**src/rtl/alu_multicycle.sv**
```systemverilog
// rtl/alu_multicycle.sv - multi-cycle ALU: single-cycle logic/arith, iterative shifts, shift-add multiply
module alu_multicycle #(
  parameter int WIDTH = 32,
  localparam int SHW = $clog2(WIDTH)
) (
  input  logic             clk,
  input  logic             rst,
  input  logic             start,
  input  logic [3:0]       control,
  input  logic [WIDTH-1:0] a,
  input  logic [WIDTH-1:0] b,
  output logic [WIDTH-1:0] result,
  output logic [WIDTH-1:0] result_hi,
  output logic             zero,
  output logic             ovf,
  output logic             err,
  output logic             busy,
  output logic             done
);

  localparam logic [3:0] OP_AND = 4'b0000;
  localparam logic [3:0] OP_OR  = 4'b0001;
  localparam logic [3:0] OP_ADD = 4'b0010;
  localparam logic [3:0] OP_SUB = 4'b0110;
  localparam logic [3:0] OP_SLT = 4'b0111;
  localparam logic [3:0] OP_SLL = 4'b1000;
  localparam logic [3:0] OP_SRL = 4'b1001;
  localparam logic [3:0] OP_SRA = 4'b1010;
  localparam logic [3:0] OP_MUL = 4'b1100;

  localparam logic [SHW:0] MUL_CNT = (SHW+1)'(WIDTH);
  localparam logic [SHW:0] CNT_ONE = (SHW+1)'(1);

  typedef enum logic [1:0] {IDLE, SHIFT, MUL} state_t;

  state_t state, state_nxt;

  logic [WIDTH-1:0]   result_nxt, result_hi_nxt;
  logic               zero_nxt, ovf_nxt, err_nxt, done_nxt;
  logic [WIDTH-1:0]   sh, sh_nxt, sh_step;
  logic [1:0]         shop, shop_nxt;
  logic [SHW:0]       cnt, cnt_nxt;
  logic [2*WIDTH-1:0] acc, acc_nxt, acc_step, mcand, mcand_nxt;
  logic [WIDTH-1:0]   mplier, mplier_nxt;

  logic [WIDTH-1:0]   bop, sum, quick;
  logic               quick_ovf, quick_err, launch_shift, launch_mul;
  logic [SHW-1:0]     amt;

  assign busy = (state != IDLE);
  assign amt  = b[SHW-1:0];
  assign bop  = (control == OP_SUB) ? (~b + 1'b1) : b;
  assign sum  = a + bop;

  // Single-cycle result, or a request to enter an iterative state
  always_comb begin
    quick        = '0;
    quick_ovf    = 1'b0;
    quick_err    = 1'b0;
    launch_shift = 1'b0;
    launch_mul   = 1'b0;
    case (control)
      OP_AND: quick = a & b;
      OP_OR:  quick = a | b;
      OP_ADD, OP_SUB: begin
        quick     = sum;
        quick_ovf = (a[WIDTH-1] == bop[WIDTH-1]) && (sum[WIDTH-1] != a[WIDTH-1]);
      end
      OP_SLT: quick = {{(WIDTH-1){1'b0}}, ($signed(a) < $signed(b))};
      OP_SLL, OP_SRL, OP_SRA: begin
        if (amt == '0) quick = a;
        else           launch_shift = 1'b1;
      end
      OP_MUL:  launch_mul = 1'b1;
      default: quick_err = 1'b1;
    endcase
  end

  always_comb begin
    case (shop)
      2'b00:   sh_step = sh << 1;
      2'b01:   sh_step = sh >> 1;
      default: sh_step = {sh[WIDTH-1], sh[WIDTH-1:1]};
    endcase
    acc_step = mplier[0] ? (acc + mcand) : acc;
  end

  always_comb begin
    state_nxt     = state;
    result_nxt    = result;
    result_hi_nxt = result_hi;
    zero_nxt      = zero;
    ovf_nxt       = ovf;
    err_nxt       = err;
    done_nxt      = 1'b0;
    sh_nxt        = sh;
    shop_nxt      = shop;
    cnt_nxt       = cnt;
    acc_nxt       = acc;
    mcand_nxt     = mcand;
    mplier_nxt    = mplier;
    case (state)
      IDLE: begin
        if (start) begin
          if (launch_shift) begin
            state_nxt = SHIFT;
            sh_nxt    = a;
            shop_nxt  = control[1:0];
            cnt_nxt   = {1'b0, amt};
          end else if (launch_mul) begin
            state_nxt  = MUL;
            mcand_nxt  = {{WIDTH{1'b0}}, a};
            mplier_nxt = b;
            acc_nxt    = '0;
            cnt_nxt    = MUL_CNT;
          end else begin
            result_nxt    = quick;
            result_hi_nxt = '0;
            zero_nxt      = (quick == '0);
            ovf_nxt       = quick_ovf;
            err_nxt       = quick_err;
            done_nxt      = 1'b1;
          end
        end
      end
      SHIFT: begin
        sh_nxt  = sh_step;
        cnt_nxt = cnt - 1'b1;
        if (cnt == CNT_ONE) begin
          state_nxt     = IDLE;
          result_nxt    = sh_step;
          result_hi_nxt = '0;
          zero_nxt      = (sh_step == '0);
          ovf_nxt       = 1'b0;
          err_nxt       = 1'b0;
          done_nxt      = 1'b1;
        end
      end
      MUL: begin
        acc_nxt    = acc_step;
        mcand_nxt  = mcand << 1;
        mplier_nxt = mplier >> 1;
        cnt_nxt    = cnt - 1'b1;
        if (cnt == CNT_ONE) begin
          state_nxt     = IDLE;
          result_nxt    = acc_step[WIDTH-1:0];
          result_hi_nxt = acc_step[2*WIDTH-1:WIDTH];
          zero_nxt      = (acc_step[WIDTH-1:0] == '0);
          ovf_nxt       = 1'b0;
          err_nxt       = 1'b0;
          done_nxt      = 1'b1;
        end
      end
      default: state_nxt = IDLE;
    endcase
  end

  always_ff @(posedge clk or posedge rst) begin
    if (rst) begin
      state     <= IDLE;
      result    <= '0;
      result_hi <= '0;
      zero      <= 1'b0;
      ovf       <= 1'b0;
      err       <= 1'b0;
      done      <= 1'b0;
      sh        <= '0;
      shop      <= '0;
      cnt       <= '0;
      acc       <= '0;
      mcand     <= '0;
      mplier    <= '0;
    end else begin
      state     <= state_nxt;
      result    <= result_nxt;
      result_hi <= result_hi_nxt;
      zero      <= zero_nxt;
      ovf       <= ovf_nxt;
      err       <= err_nxt;
      done      <= done_nxt;
      sh        <= sh_nxt;
      shop      <= shop_nxt;
      cnt       <= cnt_nxt;
      acc       <= acc_nxt;
      mcand     <= mcand_nxt;
      mplier    <= mplier_nxt;
    end
  end

endmodule

```
**config.mk**
```make
export PLATFORM = sky130hd
export DESIGN_NAME = alu_multicycle
export DESIGN_NICKNAME = d
export VERILOG_FILES = /design/src/rtl/alu_multicycle.sv
export SDC_FILE = /design/constraint.sdc
export NUM_CORES = 1
export LEC_CHECK = 0
export CAP_MARGIN = 20
export CORE_ASPECT_RATIO = 1.4
export CORE_MARGIN = 2
export CORE_UTILIZATION = 65
export DETAILED_ROUTE_END_ITERATION = 6
export DONT_BUFFER_PORTS = 1
export GPL_ROUTABILITY_DRIVEN = 0
export PLACE_DENSITY = 0.81
export SYNTH_ARGS = -nofsm -noshare
export SYNTH_HDL_FRONTEND = slang
export SYNTH_SLANG_ARGS = --single-unit
```
**constraint.sdc**
```tcl
create_clock -name clk -period 14.2 [get_ports clk]
set_input_delay 1.42 -clock clk [delete_from_list [all_inputs] [get_ports clk]]
set_output_delay 1.42 -clock clk [all_outputs]
set_load 0.005 [all_outputs]
```
==> load_flow_metrics.sql, run 1 <==
INSERT INTO impl_metrics (metric_group, metric, value, unit) VALUES
('global_route', 'grt_usage', '35.6', '%'),
('timing', 'final_max_slew_viol_count', '0', ''),
('power_and_ir_drop', 'pwr-share-seq', '34.0', '%'),
('die', 'io_pins', '140', ''),
('worst_hold_path', 'timing.hold.worst.class', 'flop to flop', ''),
('timing', 'worst_slew_pin_slew', '1020', 'ps'),
('yosys', 'synth_nets', '2989', ''),
('clocking', 'clock_path_buffers', '3', ''),
('die', 'start_util', '66.3', '%'),
('clocking', 'cts.repair_timing.setup_buffer_count', '0', ''),
('yosys', 'synth.yosys.warnings', '0', ''),
('routing', 'viasPerCell', '6.67', ''),
('global_route', 'grt_max_degree', '247', ''),
('setup_path', 'critical_path.startpoint_type', 'input pin', ''),
('setup_path', 'timing_worst_setup_path_type', 'input pin to flop', ''),
('yosys', 'synth.avg_cell_area', '8.14', 'µm²'),
('timing', 'fin_worst_hold_slack', '478', 'ps'),
('finish', 'final_layout_size_suffix_gt1_share', '5.06', '%'),
('setup_path', 'critical_path.max_stage_delay', '610', 'ps'),
('global_route', 'grt_antenna_before_repair', '0', ''),
('clocking', 'tritoncts_clock_tree', 'yes', ''),
('power_and_ir_drop', 'total_leakage_power', '10.7', 'nW'),
('power_and_ir_drop', 'pwr_density_cell', '152', 'nW/µm²'),
('die', 'design.core.area', '33300', 'µm²'),
('timing', 'setup_violations', '0', ''),
('die', 'die_width', '160', 'µm'),
('power_and_ir_drop', 'ir_drop', '0.119', 'mV'),
('routing', 'drtPass1Iterations', '7', ''),
('routing', 'wl_per_cell', '21.1', 'µm'),
('setup_path', 'crit_path_frequent_cell', 'sky130_fd_sc_hd__nand2_1', ''),
('timing', 'fin_crit_sh', '39.0', '%'),
('die', 'rows', '79', ''),
('global_route', 'first_pass_grt_wire_length', '103000', 'µm'),
('status', 'status', 'finished clean', ''),
('run', 'max_cap_viol_count', '0', ''),
('global_route', 'grt_remaining_overflow', '0', ''),
('yosys', 'synth-seq-cells', '270', ''),
('setup_path', 'worst_path_max_delay_cell', 'sky130_fd_sc_hd__or4_1', ''),
('timing', 'timing.slew.headroom', '31.9', '%'),
('clocking', 'clk_transition_reported_paths', '70', 'ps'),
('setup_path', 'path_max_fanout', '5', ''),
('yosys', 'synth_top_area_cell', 'sky130_fd_sc_hd__dfrtp_1', ''),
('clocking', 'holdBufCountCts', '0', ''),
('routing', 'dr.first_iter.drc_count', '2141', ''),
('die', 'dieArea', '35500', 'µm²'),
('clocking', 'htree_levels', '1', ''),
('setup_path', 'crit_path_cell_trace', 'nor4_2 > nand2_1 > or4_1 > nor2_1 > nand2_1 > nor2_1 > a21oi_1 > xnor2_1 > ha_1 > a21o_1 > a21o_1 > a21oi_1 > o21ai_0 > a31oi_1 > o21ai_1 > a31o_2 > xor2_1 > a2111oi_0 > nand2_1 > a31oi_1', ''),
('yosys', 'yosysUniqueCellTypes', '92', ''),
('routing', 'detail_route.drc_violations', '0', ''),
('routing', 'drt.antenna.violating_nets', '0', ''),
('setup_path', 'cp_data_arrival_time', '6040', 'ps'),
('timing', 'grt_setup_unrepaired', 'no', ''),
('clocking', 'tritoncts.num_buffers', '28', ''),
('place', 'numPortBuffers', '0', ''),
('power_and_ir_drop', 'power.share.clock', '23.5', '%'),
('clocking', 'cts_sinks', '270', ''),
('place', 'detailed_place_hpwl', '47300', 'µm'),
('setup_path', 'critical_path_required', '14700', 'ps'),
('timing', 'timing.clock.skew', '16.6', 'ps'),
('finish', 'syn2layout_area_growth', '5.53', '%'),
('clocking', 'clock_root_buffer', 'sky130_fd_sc_hd__clkbuf_16', ''),
('yosys', 'synth_cells', '2712', ''),
('timing', 'setup_tns_after_final_layout', '0', 'ps'),
('timing', 'layout_min_cycle_time', '5540', 'ps'),
('power_and_ir_drop', 'power.switching', '0.00154', 'W'),
('yosys', 'synth.top_cells.by_area', 'sky130_fd_sc_hd__dfrtp_1, sky130_fd_sc_hd__ha_1, sky130_fd_sc_hd__nand2_1', ''),
('power_and_ir_drop', 'finalPower', '0.00353', 'W'),
('yosys', 'async_flop_share', '100', '%'),
('yosys', 'synth.cell_area', '22100', 'µm²'),
('power_and_ir_drop', 'pwr-share-comb', '42.6', '%'),
('yosys', 'number_of_enable_type_register_cells_in_the_synthesized_netlist', '0', '');
[path summary, 6_finish.rpt]
kind | end | slack, ps | startpoint | cells past startpoint
setup / recovery | zero | 8660 | b[2] | 20
hold / removal | mplier[10] | 480 | mplier[10] | 2
setup reg to reg | zero | 9750 | mplier[0] | 11
hold reg to reg | mplier[10] | 480 | mplier[10] | 2
max in group asynchronous | mplier[0] | 11920 | rst | 3
min in group asynchronous | acc[30] | 590 | rst | 1
[per-layer routing]
layer	vias up	part of all wire, %	track usage, %	wire length, µm
li1	9468	-	-	-
met1	9741	37	41.3	23900
met2	1027	49	62.9	32000
met3	266	7.8	5.50	5080
met4	0	6.2	19.3	4010
met5	-	0	0	0
[sequential cells by signal (all words and copies together), names as in the netlist]
name	count
state	2
result	32
mplier	32
sh	32
mcand	64
acc	64
err	1
done	1
ovf	1
zero	1
result_hi	32
shop	2
cnt	6
[Yosys cell counts (10+ instances only)]
master	instances
sky130_fd_sc_hd__a31oi_1	25
sky130_fd_sc_hd__o211ai_1	18
sky130_fd_sc_hd__o21ai_0	240
sky130_fd_sc_hd__nand4_1	45
sky130_fd_sc_hd__a211oi_1	35
sky130_fd_sc_hd__nand2_1	438
sky130_fd_sc_hd__a21oi_1	147
sky130_fd_sc_hd__nor2b_1	16
sky130_fd_sc_hd__and3_1	18
sky130_fd_sc_hd__or3_1	10
sky130_fd_sc_hd__inv_1	125
sky130_fd_sc_hd__a21boi_0	17
sky130_fd_sc_hd__o21ai_1	77
sky130_fd_sc_hd__nand2b_1	33
sky130_fd_sc_hd__o31ai_1	22
sky130_fd_sc_hd__xor2_1	27
sky130_fd_sc_hd__xnor2_1	78
sky130_fd_sc_hd__nor3_1	33
sky130_fd_sc_hd__dfrtp_1	270
sky130_fd_sc_hd__ha_1	204
sky130_fd_sc_hd__nand3b_1	11
sky130_fd_sc_hd__a21o_1	55
sky130_fd_sc_hd__nor2_1	142
sky130_fd_sc_hd__o21bai_1	11
sky130_fd_sc_hd__clkbuf_1	137
sky130_fd_sc_hd__mux2_2	25
sky130_fd_sc_hd__nand3_1	86
sky130_fd_sc_hd__mux2i_1	140
sky130_fd_sc_hd__a221oi_1	17
sky130_fd_sc_hd__a22oi_1	13
sky130_fd_sc_hd__nor4_1	16
[cells in the final DEF (no fill, tap or decap), types with 35 or more instances in the layout]
master,n
sky130_fd_sc_hd__a211oi_1,35
sky130_fd_sc_hd__inv_1,124
sky130_fd_sc_hd__nand4_1,45
sky130_fd_sc_hd__mux2i_1,140
sky130_fd_sc_hd__nand3_1,86
sky130_fd_sc_hd__nand2_1,438
sky130_fd_sc_hd__xnor2_1,78
sky130_fd_sc_hd__ha_1,203
sky130_fd_sc_hd__nor2_1,140
sky130_fd_sc_hd__o21ai_0,239
sky130_fd_sc_hd__dfrtp_1,269
sky130_fd_sc_hd__o21ai_1,76
sky130_fd_sc_hd__a21o_1,55
sky130_fd_sc_hd__a21oi_1,147
[per-stage QoR]
stage / util [%] / std cells / setup WS [ps] / cell area, µm²
5_1_grt: 69.9 / 3075 / 8370 / 23300
4_1_cts: 69.8 / 3074 / 8740 / 23300
3_5_place_dp: 66.8 / 3023 / 8150 / 22200
6_report: 69.9 / 3075 / 8660 / 23300
3_3_place_gp: 66.8 / 3023 / 8240 / 22200
2_1_floorplan: - / 2712 / 5340 / 22100
[layout make-up]
class,count,area [µm²]
multi-input cells,2158,14300
well taps,445,557
clock buffers,32,736
flip-flops and latches,270,6760
repair buffers,23,205
clock inverters,19,288
fillers,2681,10000
inverters,128,488
[cell families after synthesis]
group | after synthesis | synth area share [%]
adder cells (fa/ha/maj) | 206 | 11.7
AO/OA/AOI/OAI | 784 | 22.1
buffers and inverters | 284 | 5.11
AND/OR/NAND/NOR | 898 | 18.7
multiplexers | 165 | 7.62
XOR/XNOR | 105 | 4.17
flip-flops | 270 | 30.6
[power by group through the flow]
stage               logic, W  clock network (W)  registers [W]
finish               0.00150           0.000829        0.00120
detailed placement   0.00146                  0        0.00120
floorplan            0.00114                  0        0.00111
global route         0.00164           0.000865        0.00122
CTS                  0.00147           0.000840        0.00119
global placement     0.00141                  0        0.00119
[critical path, delay by kind of cell]
family	cells	cell delay [ps]
AO/OA/AOI/OAI	10	2050
AND/OR/NAND/NOR	7	1850
XOR/XNOR	2	390
adder cells (fa/ha/maj)	1	320
Power figures use the tool's default switching activity.
==> run 2: changes to the inputs <==
--- a/config.mk
+++ b/config.mk
@@ -8,11 +8,11 @@
 export CAP_MARGIN = 20
 export CORE_ASPECT_RATIO = 1.4
 export CORE_MARGIN = 2
-export CORE_UTILIZATION = 65
+export CORE_UTILIZATION = 60
 export DETAILED_ROUTE_END_ITERATION = 6
 export DONT_BUFFER_PORTS = 1
 export GPL_ROUTABILITY_DRIVEN = 0
-export PLACE_DENSITY = 0.81
+export PLACE_DENSITY = 0.79
 export SYNTH_ARGS = -nofsm -noshare
 export SYNTH_HDL_FRONTEND = slang
 export SYNTH_SLANG_ARGS = --single-unit
==> constraint.sdc (replaced) <==
create_clock -name clk -period 4.6 [get_ports clk]
set_input_delay 0.46 -clock clk [delete_from_list [all_inputs] [get_ports clk]]
set_output_delay 0.46 -clock clk [all_outputs]
set_load 0.005 [all_outputs]
==> run 2 against run 1 <==
Global-route usage decreased by 3.1 points. Power grew to 3.1 times the previous value. Cell count grew 2.8%. Largest power group unchanged. Setup slack got worse by 8300 ps. Wire length decreased by 0.62%. First-iteration DRC count fell by 15%. The run now ends with negative hold slack left. Critical path type unchanged. Non-clock buffer count is 62 higher. Via count about the same. Die area rose by 8.2%. Clock-buffer cell count up 5.
==> load_flow_metrics.sql, run 2 (synthesis results as in run 1) <==
INSERT INTO impl_metrics (metric_group, metric, value, unit) VALUES
('finish', 'syn2layout_area_growth', '7.83', '%'),
('place', 'dpl.cell_count', '3107', ''),
('setup_path', 'worst_setup_path_end_kind', 'flop', ''),
('timing', 'timing.slew.headroom', '35.4', '%'),
('setup_path', 'critical_path_required', '5100', 'ps'),
('timing', 'worst_slew_pin_slew', '970', 'ps'),
('finish', 'largestRegisters', 'acc x64, mcand x64', ''),
('global_route', 'use_met1', '37.7', '%'),
('global_route', 'via_count_of_the_first_global_routing_pass', '19900', ''),
('global_route', 'first_pass_grt_wire_length', '102000', 'µm'),
('die', 'rows', '83', ''),
('die', 'design.core.area', '36500', 'µm²'),
('finish', 'layout.cells.most_common_list', 'sky130_fd_sc_hd__nand2_1, sky130_fd_sc_hd__dfrtp_1, sky130_fd_sc_hd__o21ai_0, sky130_fd_sc_hd__ha_1, sky130_fd_sc_hd__a21oi_1', ''),
('routing', 'dr_total_vias', '20500', ''),
('setup_path', 'timing.critical_path.buf_inv', '0', ''),
('global_route', 'grt_remaining_overflow', '0', ''),
('die', 'dieArea', '38400', 'µm²'),
('die', 'die_h', '231', 'µm'),
('place', 'placement.setup.worst_slack', '-438', 'ps'),
('global_route', 'use_met2', '57.9', '%'),
('timing', 'grt_setup_unrepaired', 'no', ''),
('timing', 'fin_worst_hold_slack', '-12.0', 'ps'),
('finish', 'layout_commonest_cell', 'sky130_fd_sc_hd__nand2_1', ''),
('finish', 'final_cells', '3162', ''),
('setup_path', 'crit_path_frequent_cell', 'sky130_fd_sc_hd__nand2_1', ''),
('setup_path', 'crit_path_cell_trace', 'nor4_2 > nand2_1 > or4_1 > nor2_1 > nand2_1 > nor2_1 > a21oi_1 > xnor2_1 > ha_1 > a21o_1 > a21o_1 > a21oi_1 > o21ai_0 > a31oi_1 > o21ai_1 > a31o_2 > xor2_1 > a2111oi_2 > nand2_1 > a31oi_1', ''),
('setup_path', 'category_of_cells_accounting_for_the_largest_share_of_critical_path_delay', 'compound AO/OA/AOI/OAI gates', ''),
('clocking', 'tritoncts_clock_tree', 'yes', ''),
('setup_path', 'timing_worst_setup_path_type', 'input pin to flop', ''),
('die', 'start_util', '60.6', '%'),
('timing', 'fin_crit_sh', '92.7', '%'),
('clocking', 'tritoncts.num_buffers', '29', ''),
('timing', 'final_max_slew_viol_count', '0', ''),
('timing', 'setup_tns_after_final_layout', '0', 'ps'),
('clocking', 'clk_transition_reported_paths', '70', 'ps'),
('routing', 'dr.first_iter.drc_count', '1826', ''),
('power_and_ir_drop', 'total_leakage_power', '11.0', 'nW'),
('routing', 'drt.antenna.violating_nets', '0', ''),
('timing', 'postLayoutSetupSlackWorst', '335', 'ps'),
('global_route', 'grt_usage', '32.5', '%'),
('routing', 'detail_route.drc_violations', '0', ''),
('timing', 'layout_min_cycle_time', '4270', 'ps'),
('clocking', 'htree_levels', '1', ''),
('clocking', 'clock_root_buffer', 'sky130_fd_sc_hd__clkbuf_16', ''),
('status', 'status', 'finished with violations', ''),
('routing', 'drt-total-wl', '64600', 'µm'),
('setup_path', 'path_max_fanout', '5', ''),
('finish', 'fill_cells', '2953', ''),
('timing', 'setup_violations', '0', ''),
('clocking', 'cts_sinks', '270', ''),
('power_and_ir_drop', 'finalPower', '0.0110', 'W'),
('global_route', 'top_usage_layer', 'met2', ''),
('global_route', 'grt_max_degree', '165', ''),
('setup_path', 'critical_path.startpoint_type', 'input pin', ''),
('setup_path', 'worst_path_max_delay_cell', 'sky130_fd_sc_hd__or4_1', ''),
('global_route', 'grt_antenna_before_repair', '0', ''),
('global_route', 'globalRouteMet3Util', '4.56', '%'),
('power_and_ir_drop', 'pwr_density_cell', '461', 'nW/µm²'),
('finish', 'multi_input_gate_area', '14300', 'µm²'),
('setup_path', 'cp_data_arrival_time', '4760', 'ps'),
('finish', 'antenna_cells_inserted', '0', ''),
('clocking', 'clock_path_buffers', '3', ''),
('timing', 'max_freq', '234', 'MHz'),
('place', 'detailed_place_hpwl', '48600', 'µm'),
('timing', 'timing.clock.skew', '14.8', 'ps'),
('routing', 'wl_per_cell', '20.4', 'µm'),
('worst_hold_path', 'timing.hold.worst.class', 'input pin to async pin', ''),
('die', 'die_width', '166', 'µm'),
('routing', 'viasPerCell', '6.48', ''),
('status', 'failed_checks', 'negative hold slack', ''),
('finish', 'final_layout_size_suffix_gt1_share', '7.46', '%'),
('clocking', 'holdBufCountCts', '0', ''),
('finish', 'final_net_count', '2949', ''),
('die', 'io_pins', '140', ''),
('run', 'max_cap_viol_count', '0', ''),
('power_and_ir_drop', 'ir_drop', '0.383', 'mV'),
('timing', 'hold_viol', '8', ''),
('setup_path', 'critical_path.max_stage_delay', '550', 'ps'),
('place', 'numPortBuffers', '0', ''),
('routing', 'drtPass1Iterations', '7', ''),
('finish', 'register_area', '6760', 'µm²'),
('clocking', 'clock_insertion_delay_worst_skew', '590', 'ps');
[run 2: cell types whose count changed in the layout (fill, tap and decap cells not counted), sizes merged]
cell and change:
buf +62, bufinv -3, clkinv +4, inv -1, clkbuf +5, clkinvlp -2
[run 2: area by class of cell]
class / count / area share [%]
inverters: 128 / 2.03
clock inverters: 17 / 0.820
multi-input cells: 2158 / 60.0
well taps: 467 / 2.45
flip-flops and latches: 270 / 28.4
clock buffers: 37 / 3.43
repair buffers: 85 / 2.87
[run 2: routing by layer]
layer / routed length [µm] / part of all wire (%) / vias to the layer above
li1: - / - / 9609
met1: 24800 / 38 / 9758
met2: 31700 / 49 / 891
met3: 4180 / 6.5 / 241
met4: 3860 / 6.0 / 0
met5: 0 / 0 / -
[run 2: through the flow]
stage               util (%)  cell area, µm²
floorplan                  -           22100
global placement        62.4           22700
detailed placement      62.4           22700
CTS                     65.2           23800
global route            65.3           23800
finish                  65.3           23800
[run 2: worst register-to-register path: cells and delay by family, from the launching register on]
family / cells / cell delay (ps)
AO/OA/AOI/OAI: 5 / 1660
AND/OR/NAND/NOR: 5 / 1060
adder cells (fa/ha/maj): 2 / 690
flip-flops: 1 / 410
XOR/XNOR: 1 / 220
[run 2: final timing paths]
path                             from         end  slack (ps)  depth (start not counted)
setup / recovery                 b[2]        zero         330                         20
hold / removal                    rst   mcand[36]         -10                          2
setup reg to reg               acc[0]        zero         460                         13
hold reg to reg            mplier[16]  mplier[16]         480                          2
max in group asynchronous         rst   mcand[62]        3450                          3
min in group clk                 b[4]      cnt[4]          20                          2
[run 2: power breakdown]
group	switching (W)	total, W	internal [W]
Combinational	0.00309	0.00485	0.00176
Clock	0.00107	0.00250	0.00143
Sequential	0.000598	0.00363	0.00303
[run 2: what timing repair did]
item | in CTS | in global routing
setup endpoints to repair | 0 | 1
buffers inserted | 0 | 0
resized for setup | 0 | 4
